===== config.mk =====
export PLATFORM = sky130hd
export DESIGN_NAME = backprop_sequencer
export DESIGN_NICKNAME = d
export VERILOG_FILES = /design/src/rtl/backprop_pkg.sv /design/src/rtl/idx2_counter.sv /design/src/rtl/backprop_sequencer.sv
export SDC_FILE = /design/constraint.sdc
export NUM_CORES = 1
export LEC_CHECK = 0
export CAP_MARGIN = 20
export CORE_AREA = 2 2 52 54
export DETAILED_ROUTE_END_ITERATION = 10
export DIE_AREA = 0 0 54 56
export PLACE_DENSITY = 0.76
export SYNTH_ARGS = -nofsm -noshare
export SYNTH_HDL_FRONTEND = slang
export SYNTH_SLANG_ARGS = --single-unit

===== constraint.sdc =====
create_clock -name clk -period 3.4 [get_ports clk]
set_clock_uncertainty 0.15 [all_clocks]
set_input_delay 0.68 -clock clk [delete_from_list [all_inputs] [get_ports clk]]
set_output_delay 0.68 -clock clk [all_outputs]
set_load 0.01 [all_outputs]

===== src/rtl/backprop_pkg.sv =====
// backprop_pkg: shared types and sizes for the backpropagation sequencer
//   state_e : sequencer phases
//   op_e    : micro-operation codes presented to the delta/weight datapath
package backprop_pkg;

    localparam int N_IN_DEF  = 4;
    localparam int N_HID_DEF = 5;
    localparam int N_OUT_DEF = 3;
    localparam int DW        = 10;

    typedef enum logic [2:0] {
        IDLE,
        OUTD,
        HIDD,
        WUPD1,
        WUPD0,
        DONE
    } state_e;

    typedef enum logic [1:0] {
        OP_NOP,
        OP_OUT_DELTA,
        OP_HID_ACC,
        OP_WUPD
    } op_e;

    // Micro-op code issued while sitting in a given phase.
    function automatic op_e phase_op(input state_e s);
        return (s == OUTD)                 ? OP_OUT_DELTA :
               (s == HIDD)                 ? OP_HID_ACC   :
               (s == WUPD1 || s == WUPD0)  ? OP_WUPD      : OP_NOP;
    endfunction

endpackage


===== src/rtl/idx2_counter.sv =====
// idx2_counter: two-level (outer/inner) index counter with run-time limits
//   clk, rst_n           : clock, async active-low reset
//   inc                  : advance on an accepted beat
//   clr                  : force both indices to zero
//   outer_max, inner_max : last valid value of each index
//   outer, inner         : current indices
//   inner_last, all_last : inner at its limit / both at their limits
module idx2_counter #(
    parameter int IW = 3
) (
    input  logic          clk,
    input  logic          rst_n,
    input  logic          inc,
    input  logic          clr,
    input  logic [IW-1:0] outer_max,
    input  logic [IW-1:0] inner_max,
    output logic [IW-1:0] outer,
    output logic [IW-1:0] inner,
    output logic          inner_last,
    output logic          all_last
);

    logic [IW-1:0] outer_q, outer_d;
    logic [IW-1:0] inner_q, inner_d;

    // >= keeps the counters inside the range even if the limits shrink under them.
    always_comb begin
        inner_last = inner_q >= inner_max;
        all_last   = inner_last && (outer_q >= outer_max);
        inner_d    = clr ? '0 : inc ? (inner_last ? '0 : inner_q + IW'(1)) : inner_q;
        outer_d    = clr ? '0 : (inc && inner_last) ? (all_last ? '0 : outer_q + IW'(1)) : outer_q;
    end

    always_ff @(posedge clk or negedge rst_n) begin
        if (!rst_n) begin
            outer_q <= '0;
            inner_q <= '0;
        end else begin
            outer_q <= outer_d;
            inner_q <= inner_d;
        end
    end

    assign outer = outer_q;
    assign inner = inner_q;

endmodule


===== src/rtl/backprop_sequencer.sv =====
// backprop_sequencer: issues one backprop pass of micro-ops to the shared delta/weight datapath
//   clk, rst_n        : clock, async active-low reset
//   start, train_l0   : begin a pass (IDLE only); train_l0=0 skips the input->hidden update
//   abort             : cancel the current pass
//   dp_valid/dp_ready : micro-op handshake
//   op, layer         : micro-op code and weight layer (1 = hidden->output)
//   idx_i, idx_j      : row / column neuron indices
//   acc_clr           : first HID_ACC beat of a hidden neuron
//   hid_commit        : last HID_ACC beat of a hidden neuron
//   busy, done        : pass in progress / one-cycle completion pulse
//   pass_cnt          : completed passes, saturating at 255
module backprop_sequencer
    import backprop_pkg::*;
#(
    parameter int N_IN  = N_IN_DEF,
    parameter int N_HID = N_HID_DEF,
    parameter int N_OUT = N_OUT_DEF,
    parameter int IW    = 3
) (
    input  logic          clk,
    input  logic          rst_n,
    input  logic          start,
    input  logic          abort,
    input  logic          train_l0,
    output logic          dp_valid,
    input  logic          dp_ready,
    output logic [1:0]    op,
    output logic          layer,
    output logic [IW-1:0] idx_i,
    output logic [IW-1:0] idx_j,
    output logic          acc_clr,
    output logic          hid_commit,
    output logic          busy,
    output logic          done,
    output logic [7:0]    pass_cnt
);

    state_e        state_q, state_d;
    logic          train_q, train_d;
    logic [7:0]    pass_cnt_q, pass_cnt_d;
    logic          accept, phase_end;
    logic [IW-1:0] outer_max, inner_max;
    logic [IW-1:0] outer, inner;
    logic          inner_last, all_last;

    // One counter serves every phase; OUTD uses only the inner index (k).
    always_comb begin
        outer_max = (state_q == HIDD || state_q == WUPD1) ? IW'(N_HID - 1) :
                    (state_q == WUPD0)                     ? IW'(N_IN - 1)  : '0;
        inner_max = (state_q == WUPD0) ? IW'(N_HID - 1) : IW'(N_OUT - 1);
    end

    idx2_counter #(.IW(IW)) u_idx (
        .clk        (clk),
        .rst_n      (rst_n),
        .inc        (accept && !abort),
        .clr        (abort),
        .outer_max  (outer_max),
        .inner_max  (inner_max),
        .outer      (outer),
        .inner      (inner),
        .inner_last (inner_last),
        .all_last   (all_last)
    );

    always_comb begin
        accept    = dp_valid && dp_ready;
        phase_end = accept && all_last;
        state_d   = state_q;
        if (abort && state_q != IDLE) begin
            state_d = IDLE;
        end else begin
            case (state_q)
                IDLE:    state_d = start ? OUTD : IDLE;
                OUTD:    state_d = phase_end ? HIDD : OUTD;
                HIDD:    state_d = phase_end ? WUPD1 : HIDD;
                WUPD1:   state_d = phase_end ? (train_q ? WUPD0 : DONE) : WUPD1;
                WUPD0:   state_d = phase_end ? DONE : WUPD0;
                default: state_d = IDLE;
            endcase
        end
        train_d    = (state_q == IDLE && start) ? train_l0 : train_q;
        // Counted on entry to DONE, so an abort during DONE cannot lose it.
        pass_cnt_d = (state_d == DONE && pass_cnt_q != 8'hFF) ? pass_cnt_q + 8'd1 : pass_cnt_q;
    end

    always_ff @(posedge clk or negedge rst_n) begin
        if (!rst_n) begin
            state_q    <= IDLE;
            train_q    <= 1'b0;
            pass_cnt_q <= '0;
        end else begin
            state_q    <= state_d;
            train_q    <= train_d;
            pass_cnt_q <= pass_cnt_d;
        end
    end

    assign dp_valid   = state_q inside {OUTD, HIDD, WUPD1, WUPD0};
    assign op         = phase_op(state_q);
    assign layer      = state_q == WUPD1;
    assign idx_i      = outer;
    assign idx_j      = inner;
    assign acc_clr    = state_q == HIDD && inner == '0;
    assign hid_commit = state_q == HIDD && inner_last;
    assign busy       = state_q != IDLE;
    assign done       = state_q == DONE;
    assign pass_cnt   = pass_cnt_q;

endmodule

==> impl_metrics.tcl <==
set metrics [dict create \
    finalMaxSlewViolations 0 \
    vias 1031 \
    slowest_stage "dfrtp_1" \
    synth-seq-area-share 0.388 \
    hold_class "reg2reg" \
    power_density_mw_per_mm2 346 \
    tns_ps 0 \
    ys_warn_count 0 \
    yosys.area_share.simple 0.264 \
    cp_data_arrival_time_ps 2170 \
    synthXorXnorAreaFrac 0.0453 \
    cp-end-kind "output pin" \
    grt.overflow.total 0 \
    port_buffers 27 \
    maxCapViolations 0 \
    antenna_found_initial 0 \
    p_clk_frac 0.246 \
    synth_area_mm2 0.00116 \
    synth-compound-area-share 0.0938 \
    wl_um 2550 \
    hold_viol_final 0 \
    rows 18 \
    cts_tree "yes" \
    track_usage 0.198 \
    synth.avg_cell_area_um2 9.52 \
    hold_depth 1 \
    dr.pass1.iters 4 \
    clk_latency_ps 290 \
    crit_chain "nor2_2 -> and2_1 -> inv_1 -> ha_1 -> nor2b_1 -> a311o_1 -> nor3b_1 -> dlymetal6s2s_1" \
    worstSetupPathType "reg2out" \
    antenna_cells 0 \
    fin_crit_sh 0.881 \
    clock_sinks 18 \
    ir_drop_mv 0.286 \
    ios 28 \
    drc 0 \
    synth_top_family_by_area "simple AND/OR/NAND/NOR gates" \
    power.leakage_uw 0.000714 \
    p_seq_frac 0.449 \
    cp-start-kind "flip-flop" \
    power.net_switching_uw 157 \
    grt_pass1_wl_um 4400 \
    relSlewSlack 0.449 \
    nets 171 \
    syn-instance-count 122 \
    start_util 0.477 \
    fp.coreArea_mm2 0.00243 \
    synth_seq_cells 18 \
    worst-path-max-fanout 4 \
    finalSetupViolCount 0 \
    path_clk_slew_ps 100 \
    synth_nets 137 \
    switching_share 0.296 \
    drt_iter0_drc 13 \
    htree_num_levels 1 \
    antenna_left 0 \
    grt_pass1_vias 1014 \
    muxShareOfSynthArea 0.0625 \
    slowest_delay_ps 410 \
    wl_per_cell_um 13.8 \
    achievable-frequency_mhz 334 \
    cts_inserted_buffers 3 \
    die_h_um 56 \
    final_common_cell "clkdlybuf4s50_1" \
    worstPathRequired_ps 2570 \
    reg2reg_depth 11 \
    clockRootBuffer "clkbuf_4" \
    viasPerCell 5.57 \
    power.internal_uw 373 \
    power_uw 529 \
    status "completed" \
    final_layout_size_suffix_gt1_frac 0.123 \
    synth_cell_types 36 \
    clockBufferDepth 2 \
    dieWidth_um 54 \
    synthAdderAreaFrac 0.0970 \
    grt_setup_unrepaired "no" \
    layout_min_cycle_time_ps 3000 \
    area_delta_synth_final_pct 31.6 \
    grt_max_degree 19 \
    gp_congestion 0.772 \
    layout_common_cells "clkdlybuf4s50_1, dfrtp_1, nor2_1" \
    comb_power_share 0.305 \
    die-area_mm2 0.00302 \
    worst_pin_slew_ps 824 \
    dp_hpwl_um 1960 \
]
==> sequential cells by signal, indices dropped and copies added, names as in the netlist <==
name / flops
pass_cnt: 8
train_q: 1
u_idx.inner: 3
state_q: 3
u_idx.outer: 3
==> stage by stage <==
step	cell area [µm²]	hold slack, ps	util	setup slack [ps]	std cells
2_1_floorplan	1160	234	-	500	122
3_3_place_gp	1480	345	0.608	344	180
3_5_place_dp	1480	357	0.608	252	180
4_1_cts	1520	379	0.626	51.1	185
5_1_grt	1530	400	0.628	270	185
6_report	1530	373	0.628	404	185
==> area by class of cell <==
| cell class | instances | area [µm²] |
|---|---|---|
| Sequential cell | 18 | 450 |
| Tap cell | 30 | 37.5 |
| Timing Repair Buffer | 33 | 318 |
| Inverter | 8 | 30.0 |
| Clock buffer | 4 | 36.3 |
| Fill cell | 224 | 905 |
| Multi-Input combinational cell | 92 | 656 |
==> cell families after synthesis <==
kind of cell / count (synthesis)
compound gates: 18
xor+xnor: 6
fa+ha+maj: 9
buf+inv: 12
flops: 18
mux: 6
simple gates: 53
==> final timing paths <==
| path | slack, ps | from | endpoint |
|---|---|---|---|
| hold / removal | 370 | pass_cnt[5] | pass_cnt[5] |
| setup reg to reg | 420 | state_q[1] | pass_cnt[1] |
| setup / recovery | 400 | state_q[1] | hid_commit |
| max in group asynchronous | 1890 | rst_n | u_idx.inner[2] |
| min in group asynchronous | 700 | rst_n | u_idx.outer[2] |
| hold reg to reg | 370 | pass_cnt[5] | pass_cnt[5] |
==> routing by layer <==
layer	track usage	up-vias	routed length [µm]	share of wire
li1	-	497	-	-
met1	0.221	493	1070	0.42
met2	0.357	39	1320	0.52
met3	0.0430	2	156	0.061
met4	0.0643	0	10	0.0039
met5	0	-	0	0
==> power by group through the flow <==
stage	sequential [µW]	combinational, µW	clock, µW
after detailed placement	241	158	0
after global routing	239	183	147
after floorplan	239	95.4	0
after CTS	236	163	138
final	237	161	130
after global placement	240	153	0
==> cells in the mapped netlist <==
| cell | instances | area, µm² |
|---|---|---|
| nor3b_1 | 2 | 15.0 |
| and3b_1 | 1 | 8.76 |
| o31a_1 | 1 | 8.76 |
| nand3_1 | 4 | 20.0 |
| buf_6 | 1 | 11.3 |
| mux2_4 | 2 | 30.0 |
| or2b_1 | 1 | 7.51 |
| nand4b_1 | 1 | 8.76 |
| and3_1 | 6 | 37.5 |
| clkbuf_1 | 1 | 3.75 |
| xor2_1 | 2 | 17.5 |
| buf_2 | 1 | 5.00 |
| or3_4 | 1 | 11.3 |
| nand3b_1 | 3 | 22.5 |
| xnor2_1 | 4 | 35.0 |
| nor2_1 | 12 | 45.0 |
| and3_4 | 1 | 11.3 |
| dfrtp_1 | 18 | 450 |
| nand3_2 | 1 | 10.0 |
| buf_4 | 1 | 7.51 |
| inv_1 | 8 | 30.0 |
| a211oi_2 | 1 | 12.5 |
| mux2_2 | 2 | 22.5 |
| nor2b_1 | 2 | 12.5 |
| nand4_1 | 4 | 25.0 |
| nor4b_1 | 1 | 8.76 |
| o21ai_0 | 6 | 30.0 |
| nand2_1 | 6 | 22.5 |
| nand2b_1 | 1 | 6.26 |
| a311o_1 | 1 | 10.0 |
| a22oi_1 | 1 | 7.51 |
| a21oi_1 | 8 | 40.0 |
| ha_1 | 9 | 113 |
| mux2i_1 | 2 | 20.0 |
| and2_1 | 3 | 18.8 |
| nor3_1 | 3 | 15.0 |
==> worst max-delay path: cells and delay by family (launching register included) <==
family                     cells  cell delay [ps]
DFF                            1              410
buffers and inverters          2              250
and+or+nand+nor                4              630
adders and majority gates      1              290
AOI/OAI and AO/OA              1              290
==> timing repair <==
action,4_1_cts,5_1_grt
pin swaps,1,0
endpoints found under the setup margin,1,1
buffers inserted,1,0
gates resized for setup,0,2
hold buffers,0,0
Note: power is estimated with default switching activity, not from simulation.
